$ cat src/rtl/apb_bus_arbiter_pkg.sv
// Shared definitions for the APB bus arbiter: FSM states, bus widths and
// the address field used to pick the target slave.
package apb_bus_arbiter_pkg;

    localparam int APB_ADDR_W = 32;
    localparam int APB_DATA_W = 32;

    // Slave index lives in addr[DEC_MSB:DEC_LSB]; all other upper bits are ignored.
    localparam int DEC_LSB = 12;
    localparam int DEC_MSB = 15;
    localparam int DEC_W   = DEC_MSB - DEC_LSB + 1;

    typedef enum logic [1:0] {
        IDLE   = 2'd0,
        SETUP  = 2'd1,
        ACCESS = 2'd2,
        DECERR = 2'd3
    } apb_state_e;

endpackage

$ cat src/rtl/apb_bus_arbiter_rr_arbiter2.sv
// Two-input round-robin arbiter. On a tie the requester that did not win
// last time is granted; last_grant only moves when the owner strobes update.
module rr_arbiter2 (
    input  logic       clk,
    input  logic       rst,
    input  logic [1:0] req,
    input  logic       update,
    output logic       grant,
    output logic       any_req
);

    logic last_grant_q;
    logic last_grant_d;

    // Pick the winner for the current request pattern and the next history bit.
    always_comb begin
        grant        = 1'b0;
        any_req      = |req;
        last_grant_d = last_grant_q;
        case (req)
            2'b01:   grant = 1'b0;
            2'b10:   grant = 1'b1;
            2'b11:   grant = ~last_grant_q;
            default: grant = 1'b0;
        endcase
        if (update) begin
            last_grant_d = grant;
        end else begin
            last_grant_d = last_grant_q;
        end
    end

    // History register; resets to 1 so requester 0 wins the first tie.
    always_ff @(posedge clk or posedge rst) begin
        if (rst) begin
            last_grant_q <= 1'b1;
        end else begin
            last_grant_q <= last_grant_d;
        end
    end

endmodule

$ cat src/rtl/apb_bus_arbiter.sv
// Shares one APB bus between the CPU data port (requester 0) and the
// DMA/debug port (requester 1). Round-robin arbitration, address decode to
// one-hot PSEL, SETUP/ACCESS sequencing, wait-state timeout and decode error.
module apb_bus_arbiter
    import apb_bus_arbiter_pkg::*;
#(
    parameter int NUM_SLAVES = 4,
    parameter int TIMEOUT    = 16
) (
    input  logic                           clk,
    input  logic                           rst,
    input  logic                           req0_valid,
    input  logic                           req0_we,
    input  logic [APB_ADDR_W-1:0]          req0_addr,
    input  logic [APB_DATA_W-1:0]          req0_wdata,
    output logic                           req0_ready,
    output logic [APB_DATA_W-1:0]          req0_rdata,
    output logic                           req0_err,
    input  logic                           req1_valid,
    input  logic                           req1_we,
    input  logic [APB_ADDR_W-1:0]          req1_addr,
    input  logic [APB_DATA_W-1:0]          req1_wdata,
    output logic                           req1_ready,
    output logic [APB_DATA_W-1:0]          req1_rdata,
    output logic                           req1_err,
    output logic [APB_ADDR_W-1:0]          paddr,
    output logic                           pwrite,
    output logic                           penable,
    output logic [NUM_SLAVES-1:0]          psel,
    output logic [APB_DATA_W-1:0]          pwdata,
    input  logic [APB_DATA_W*NUM_SLAVES-1:0] prdata,
    input  logic [NUM_SLAVES-1:0]          pready
);

    localparam int CNT_W = $clog2(TIMEOUT + 1);
    localparam logic [CNT_W-1:0] CNT_LAST  = CNT_W'(TIMEOUT - 1);
    localparam logic [DEC_W:0]   NS_LIMIT  = (DEC_W + 1)'(NUM_SLAVES);

    apb_state_e            state_q, state_d;
    logic                  grant_q, grant_d;
    logic                  we_q, we_d;
    logic [APB_ADDR_W-1:0] addr_q, addr_d;
    logic [APB_DATA_W-1:0] wdata_q, wdata_d;
    logic [CNT_W-1:0]      wait_cnt_q, wait_cnt_d;

    logic                  arb_grant_s;
    logic                  arb_any_s;
    logic                  arb_update_s;
    logic [APB_ADDR_W-1:0] cand_addr_s;
    logic                  cand_decerr_s;
    logic [DEC_W-1:0]      idx_s;
    logic                  bus_active_s;
    logic                  sel_pready_s;
    logic [APB_DATA_W-1:0] sel_rdata_s;
    logic                  done_s;
    logic                  err_s;
    logic [APB_DATA_W-1:0] rdata_s;

    rr_arbiter2 u_arb (
        .clk     (clk),
        .rst     (rst),
        .req     ({req1_valid, req0_valid}),
        .update  (arb_update_s),
        .grant   (arb_grant_s),
        .any_req (arb_any_s)
    );

    assign cand_addr_s   = arb_grant_s ? req1_addr : req0_addr;
    assign cand_decerr_s = ({1'b0, cand_addr_s[DEC_MSB:DEC_LSB]} >= NS_LIMIT);
    assign idx_s         = addr_q[DEC_MSB:DEC_LSB];
    assign bus_active_s  = (state_q == SETUP) || (state_q == ACCESS);

    // Select ready/read data of the addressed slave; other slaves are ignored.
    always_comb begin
        sel_pready_s = 1'b0;
        sel_rdata_s  = {APB_DATA_W{1'b0}};
        psel         = {NUM_SLAVES{1'b0}};
        for (int k = 0; k < NUM_SLAVES; k++) begin
            if (idx_s == k[DEC_W-1:0]) begin
                sel_pready_s = pready[k];
                sel_rdata_s  = prdata[APB_DATA_W*k +: APB_DATA_W];
                psel[k]      = bus_active_s;
            end else begin
                psel[k]      = 1'b0;
            end
        end
    end

    // Next-state logic: arbitration and latching in IDLE, APB phase sequencing after.
    always_comb begin
        state_d      = state_q;
        grant_d      = grant_q;
        we_d         = we_q;
        addr_d       = addr_q;
        wdata_d      = wdata_q;
        wait_cnt_d   = wait_cnt_q;
        arb_update_s = 1'b0;
        case (state_q)
            IDLE: begin
                if (arb_any_s) begin
                    arb_update_s = 1'b1;
                    grant_d      = arb_grant_s;
                    we_d         = arb_grant_s ? req1_we    : req0_we;
                    addr_d       = cand_addr_s;
                    wdata_d      = arb_grant_s ? req1_wdata : req0_wdata;
                    wait_cnt_d   = {CNT_W{1'b0}};
                    if (cand_decerr_s) begin
                        state_d = DECERR;
                    end else begin
                        state_d = SETUP;
                    end
                end else begin
                    state_d = IDLE;
                end
            end
            SETUP: begin
                state_d    = ACCESS;
                wait_cnt_d = {CNT_W{1'b0}};
            end
            ACCESS: begin
                if (sel_pready_s || (wait_cnt_q == CNT_LAST)) begin
                    state_d = IDLE;
                end else begin
                    state_d    = ACCESS;
                    wait_cnt_d = wait_cnt_q + {{(CNT_W-1){1'b0}}, 1'b1};
                end
            end
            DECERR:  state_d = IDLE;
            default: state_d = IDLE;
        endcase
    end

    // State and latched-request registers; reset aborts any transfer in flight.
    always_ff @(posedge clk or posedge rst) begin
        if (rst) begin
            state_q    <= IDLE;
            grant_q    <= 1'b0;
            we_q       <= 1'b0;
            addr_q     <= {APB_ADDR_W{1'b0}};
            wdata_q    <= {APB_DATA_W{1'b0}};
            wait_cnt_q <= {CNT_W{1'b0}};
        end else begin
            state_q    <= state_d;
            grant_q    <= grant_d;
            we_q       <= we_d;
            addr_q     <= addr_d;
            wdata_q    <= wdata_d;
            wait_cnt_q <= wait_cnt_d;
        end
    end

    assign paddr   = addr_q;
    assign pwrite  = we_q;
    assign pwdata  = wdata_q;
    assign penable = (state_q == ACCESS);

    // Completion: slave ready, wait-state timeout, or decode error; only the granted side sees it.
    always_comb begin
        done_s = 1'b0;
        err_s  = 1'b0;
        rdata_s = {APB_DATA_W{1'b0}};
        if (state_q == ACCESS) begin
            done_s  = sel_pready_s || (wait_cnt_q == CNT_LAST);
            err_s   = ~sel_pready_s;
            rdata_s = (sel_pready_s && !we_q) ? sel_rdata_s : {APB_DATA_W{1'b0}};
        end else if (state_q == DECERR) begin
            done_s  = 1'b1;
            err_s   = 1'b1;
            rdata_s = {APB_DATA_W{1'b0}};
        end else begin
            done_s  = 1'b0;
        end
        req0_ready = done_s && !grant_q;
        req0_err   = done_s && !grant_q && err_s;
        req0_rdata = (done_s && !grant_q) ? rdata_s : {APB_DATA_W{1'b0}};
        req1_ready = done_s && grant_q;
        req1_err   = done_s && grant_q && err_s;
        req1_rdata = (done_s && grant_q) ? rdata_s : {APB_DATA_W{1'b0}};
    end

endmodule

$ cat config.mk
export PLATFORM = sky130hd
export DESIGN_NAME = apb_bus_arbiter
export DESIGN_NICKNAME = d
export VERILOG_FILES = /design/src/rtl/apb_bus_arbiter_pkg.sv /design/src/rtl/apb_bus_arbiter_rr_arbiter2.sv /design/src/rtl/apb_bus_arbiter.sv
export SDC_FILE = /design/constraint.sdc
export NUM_CORES = 1
export LEC_CHECK = 0
export CORE_AREA = 4 4 154 156
export CTS_CLUSTER_DIAMETER = 60
export DETAILED_ROUTE_END_ITERATION = 16
export DIE_AREA = 0 0 158 160
export PLACE_DENSITY_LB_ADDON = 0.2
export REMOVE_ABC_BUFFERS = 1
export SLEW_MARGIN = 40
export SYNTH_ARGS = -nofsm -noshare
export SYNTH_HDL_FRONTEND = slang
export SYNTH_HIERARCHICAL = 1
export SYNTH_SLANG_ARGS = --single-unit
$ cat constraint.sdc
create_clock -name clk -period 6.8 [get_ports clk]
set_input_delay 1.36 -clock clk [delete_from_list [all_inputs] [get_ports clk]]
set_output_delay 1.36 -clock clk [all_outputs]
set_load 0.01 [all_outputs]
Word-level counts from Yosys, hierarchy flattened. Index checks and enable logic that the tools add are counted.

Equality and inequality tests: 11. Muxes and demuxes: 32. Bitwise logic cells: 2. $add $sub $neg: 1. $lt $le $gt $ge: 1. Reduce and logical (&&, ||, !) cells: 15.

Operators with widths (count): $mux 32 (10); $pmux 5 s3 (1); $mux 1 (14); $mux 5 (2); $eq 2x2->1 const B (4); $eq 4x2->1 const B (2); $pmux 2 s4 (1); $mux 2 (3); $add 5x1->5 const B (1); $eq 5x4->1 const B (1); $logic_and 1x1->1 (5); $eq 4x1->1 const B (1); $ge 4x3->1 const B (1); $logic_not 4->1 (1); $ne 2x2->1 const B (2); $reduce_and 3->1 (1); $reduce_bool 3->1 (1); $eq 2x1->1 const B (1); $logic_not 1->1 (2); $logic_not 2->1 (1); $logic_or 1x1->1 (2); $not 1->1 (2); $pmux 1 s2 (1); $reduce_and 2->1 (1); $reduce_or 2->1 (1).

Bits in registers: 74. Output and inout port bits: 138. Input port bits: 266.

Longest topological paths before layout.
Depth in word-level cells: 9. Depth in mapped cells: 8. Gate-level depth less buffers: 7.

Hierarchy. The synthesis kept the hierarchy.

By module, submodules not included: apb_bus_arbiter (cells an instance 539, area each 4859.7 um^2, sequential area each 1826.8 um^2, instances 1); rr_arbiter2 (cells an instance 5, area each 62.6 um^2, sequential area each 26.3 um^2, instances 1).

Least setup slack after synthesis. Ideal clock, no wire load.

Path type: input -> output. From: in pready[1]. To: out req0_rdata[10]. Path buffers: 2. Required time: 5440 ps. Arrival: 2503 ps. Slack: 2937 ps. Cell stages on the path: 6. Cells stage by stage: mux2i_1 > o22ai_2 > or4b_1 > buf_2 > buf_6 > nor2_2.

Longest elaborated chain between the ends: 7. Elaborated cells on any way between the ends: 10. Those cells by class: mux: 7; reduce/logical: 3.

RTL lines: from (decl) (RTL line apb_bus_arbiter.sv:32) `input logic [NUM_SLAVES-1:0] pready`; $mux 1 (*) (3 in a row) (RTL line apb_bus_arbiter.sv:79) `if (idx_s == k[DEC_W-1:0]) begin`; $logic_and 1x1->1 or $logic_or 1x1->1 (tied branches) (RTL line apb_bus_arbiter.sv:165, apb_bus_arbiter.sv:163); $mux 32 or $mux 1 (tied branches) (RTL line apb_bus_arbiter.sv:165, apb_bus_arbiter.sv:162); $mux 32 or $logic_and 1x1->1 (tied branches) (RTL line apb_bus_arbiter.sv:162, apb_bus_arbiter.sv:175); $mux 32 (*) (RTL line apb_bus_arbiter.sv:175) `req0_rdata = (done_s && !grant_q) ? rdata_s : {APB_DATA_W{1'b0}};`; to (decl) (RTL line apb_bus_arbiter.sv:17) `output logic [APB_DATA_W-1:0] req0_rdata,`.

Mark *: on every way between the ends. The rest lies on a longest branch, timed or not.

Final worst setup path.
From: in pready[0]. To: out req0_rdata[17].

Longest elaborated chain between the ends: 8. Elaborated cells on any way between the ends: 11. Those cells by class: mux: 8; reduce/logical: 3.

RTL lines (RTL line): $mux 1 (*) (4 in a row) (apb_bus_arbiter.sv:79); $logic_and 1x1->1 or $logic_or 1x1->1 (tied branches) (apb_bus_arbiter.sv:165, apb_bus_arbiter.sv:163); $mux 32 or $mux 1 (tied branches) (apb_bus_arbiter.sv:165, apb_bus_arbiter.sv:162); $mux 32 or $logic_and 1x1->1 (tied branches) (apb_bus_arbiter.sv:162, apb_bus_arbiter.sv:175); $mux 32 (*) (apb_bus_arbiter.sv:175).

Marked as above.

==> results.py <==
metrics = {
    "sta": {
        "fin_skew_ps": 9.10,
        "post-route-min-period_ps": 5070,
        "slew_headroom_pct": 47.7,
        "rsz0062_at_grt": "no",
        "setup_viol": 0,
        "fmax_mhz": 197,
        "fin_crit_sh_pct": 74.6,
        "hold_viol": 0,
        "tns_ps": 0,
        "worst_pin_slew_ps": 784,
        "final_max_slew_viol_count": 0,
    },
    "detailed_routing": {
        "first_pass_iters": 4,
        "totalWireLength_mm": 22.0,
        "wl_per_cell_um": 18.1,
        "antenna_left": 0,
        "routed_via_density": 4.45,
        "vias": 5386,
        "route.detailed.drc": 0,
        "first_iter_violations": 143,
    },
    "place": {
        "portBuffers": 403,
        "placed_area_um2": 9180,
        "dp_hpwl_mm": 17.7,
        "place_congestion": 0.797,
        "place_inst": 1193,
    },
    "final_layout": {
        "areaGrowthSynthToFinish_pct": 92.6,
        "nNetsFinal": 1192,
        "drive_gt1_share_pct": 8.55,
        "final_area_um2": 9480,
        "finalNonFillerCells": 1211,
    },
    "clock_tree": {
        "clkTransAtPathRegs_ps": 50,
        "cts_buffers": 9,
        "cts_buffer_depth": 2,
        "ctsHtreeMaxLevel": 3,
        "insertion_delay_ps": 330,
        "cts_root_buf": "clkbuf_16",
        "post_cts_buffers": 0,
        "cts-resized-gates": 0,
        "cts_tree": "built",
        "holdBufCountCts": 0,
        "numClockSinks": 74,
    },
    "synthesis": {
        "synthTopCellsByArea": "dfrtp_1 (37%), mux2i_1 (16%), nor2_1 (9.2%)",
        "synthTopCellsByCount": "nor2_1 (121), mux2i_1 (81), dfrtp_1 (73)",
        "synth_edf_count": 0,
        "synth-async-reset-ratio_pct": 100,
        "yosysWarnings": 6,
        "synth_largest_area_cell": "dfrtp_1",
        "yosys.cell_count.top_type": "nor2_1",
        "ys_types": 43,
        "synthFlopType": "dfrtp_1",
        "ys_seq_area_share_pct": 37.6,
        "syn_area_um2": 4920,
        "syn_inst": 544,
        "synth_top_area_share_pct": 37.1,
        "syn_avg_cell_area_um2": 9.05,
        "yosys_register_bits": 74,
    },
    "job": {
        "cap_violations": 0,
    },
    "worst_setup_path": {
        "crit_path_max_fanout": 32,
        "critical_path_class": "in -> out",
        "crit_arrival_ps": 3710,
        "startpoint_type": "primary input",
        "rr_worst_depth": 4,
        "r2r_setup_slack_ps": 4420,
        "cp.required_ps": 5440,
        "endpoint_kind": "output pin",
        "reg2reg_to": "wait_cnt_q[3]",
        "reg2reg_from": "paddr[13]",
    },
    "power_and_ir_drop": {
        "swShare_pct": 39.2,
        "p_per_area_nw_per_um2": 312,
        "p_int_mw": 1.80,
        "pwr-share-comb_pct": 56.1,
        "power_frac_clock_pct": 16.4,
        "p_sw_mw": 1.16,
        "cellLeakagePower_nw": 3.65,
        "ir_worst_vdd_uv": 155,
        "seqPwrFrac_pct": 27.6,
    },
    "worst_hold_path": {
        "min_delay_path_depth": 1,
        "min_to": "wait_cnt_q[4]",
        "min_path_type": "reg -> reg",
        "holdCritStartpoint": "wait_cnt_q[4]",
    },
    "floorplan": {
        "die_x_um": 158,
        "dieArea_um2": 25300,
        "initial_utilization_pct": 22.0,
        "core_region_area_um2": 22400,
        "io_pins": 404,
        "die_y_um": 160,
        "rows": 55,
    },
    "global_routing": {
        "antenna_found_initial": 2,
        "grt_pass1_vias": 5558,
        "grt_pass1_wl_mm": 31.7,
        "overflow": 0,
        "grt_usage_pct": 16.2,
        "grt_max_degree": 71,
    },
    "status": {
        "status": "completed",
    },
}
metrics by stage:
stage                     util (%)  hold WS (ps)  total power, mW  worst slack (ps)
after global routing          42.4           528             3.19              1550
after detailed placement      41.0           475             2.50              1690
final                         42.4           486             2.96              1730
after global placement        41.0           476             2.50              1330
after CTS                     42.4           492             3.02              1680
after floorplan                  -           456             1.69              1780
placed cells by master, fill, tap and decap left out, drive strengths merged, types with 2 or more instances in the layout:
master / count
and3: 4
o22ai: 15
nor4b: 2
clkdlybuf4s50: 403
nand2: 23
mux2: 2
o21ai: 18
ha: 7
clkbuf: 10
nand3: 2
o2bb2ai: 2
nor2: 151
inv: 11
mux4: 18
mux2i: 81
and2: 2
a21oi: 70
buf: 6
clkinv: 2
dfrtp: 73
diode: 2
sequential cells by signal, indices dropped and copies added (netlist names):
| name | flops |
|---|---|
| pwdata | 32 |
| grant_q | 1 |
| pwrite | 1 |
| wait_cnt_q | 5 |
| u_arb/last_grant_q | 1 |
| state_q | 2 |
| paddr | 32 |
power by group through the flow:
stage | Combinational [mW] | Sequential (mW) | Clock [mW]
after detailed placement | 1.68 | 0.820 | 0
after global placement | 1.69 | 0.810 | 0
after CTS | 1.69 | 0.821 | 0.505
after global routing | 1.82 | 0.848 | 0.522
after floorplan | 0.759 | 0.929 | 0
final | 1.66 | 0.815 | 0.483
metal layers:
| metal | share of wire [%] | up-vias | GRT usage (%) |
|---|---|---|---|
| met4 | 1.1 | 0 | 4.23 |
| met2 | 50 | 257 | 29.5 |
| met3 | 13 | 15 | 7.29 |
| li1 | - | 2648 | - |
| met5 | 0 | - | 0 |
| met1 | 35 | 2466 | 16.8 |
worst max-delay path: stages:
cell and delay [ps]:
clkdlybuf4s50_1 450, mux2i_1 90, o22ai_2 250, or4b_4 770, nor2_2 160, clkdlybuf4s50_1 610
layout make-up:
cell class	instances	area [um^2]
diodes	2	5.00
repair buffers	409	4080
multi-input cells	416	2850
inverters	9	33.8
clock buffers	10	229
fillers	2265	12900
clock inverters	6	72.6
well taps	285	357
flip-flops and latches	74	1860
how the worst max path moves through the flow:
stage          depth (start not counted)             end  slack, ps       from
2_1_floorplan                          4   req0_rdata[0]       1780  paddr[12]
3_3_place_gp                           6  req0_rdata[17]       1330  pready[1]
3_5_place_dp                           6  req0_rdata[17]       1690  pready[0]
4_1_cts                                6  req0_rdata[17]       1680  pready[0]
5_1_grt                                6  req0_rdata[17]       1550  pready[0]
6_report                               6  req0_rdata[17]       1730  pready[0]
cell families (layout without fill, tap and decap cells):
family                   after synthesis  count (layout)  share of synthesized area [%]
AND/OR/NAND/NOR                      194             194                           17.6
AO/OA/AOI/OAI                        114             114                           13.0
other                                  0               2                              0
multiplexers                         101             101                           25.2
flip-flops                            74              74                           37.6
adder cells (fa/ha/maj)                7               7                           1.78
buffers and inverters                 54             434                           4.80
(Power assumes the default switching activity.)
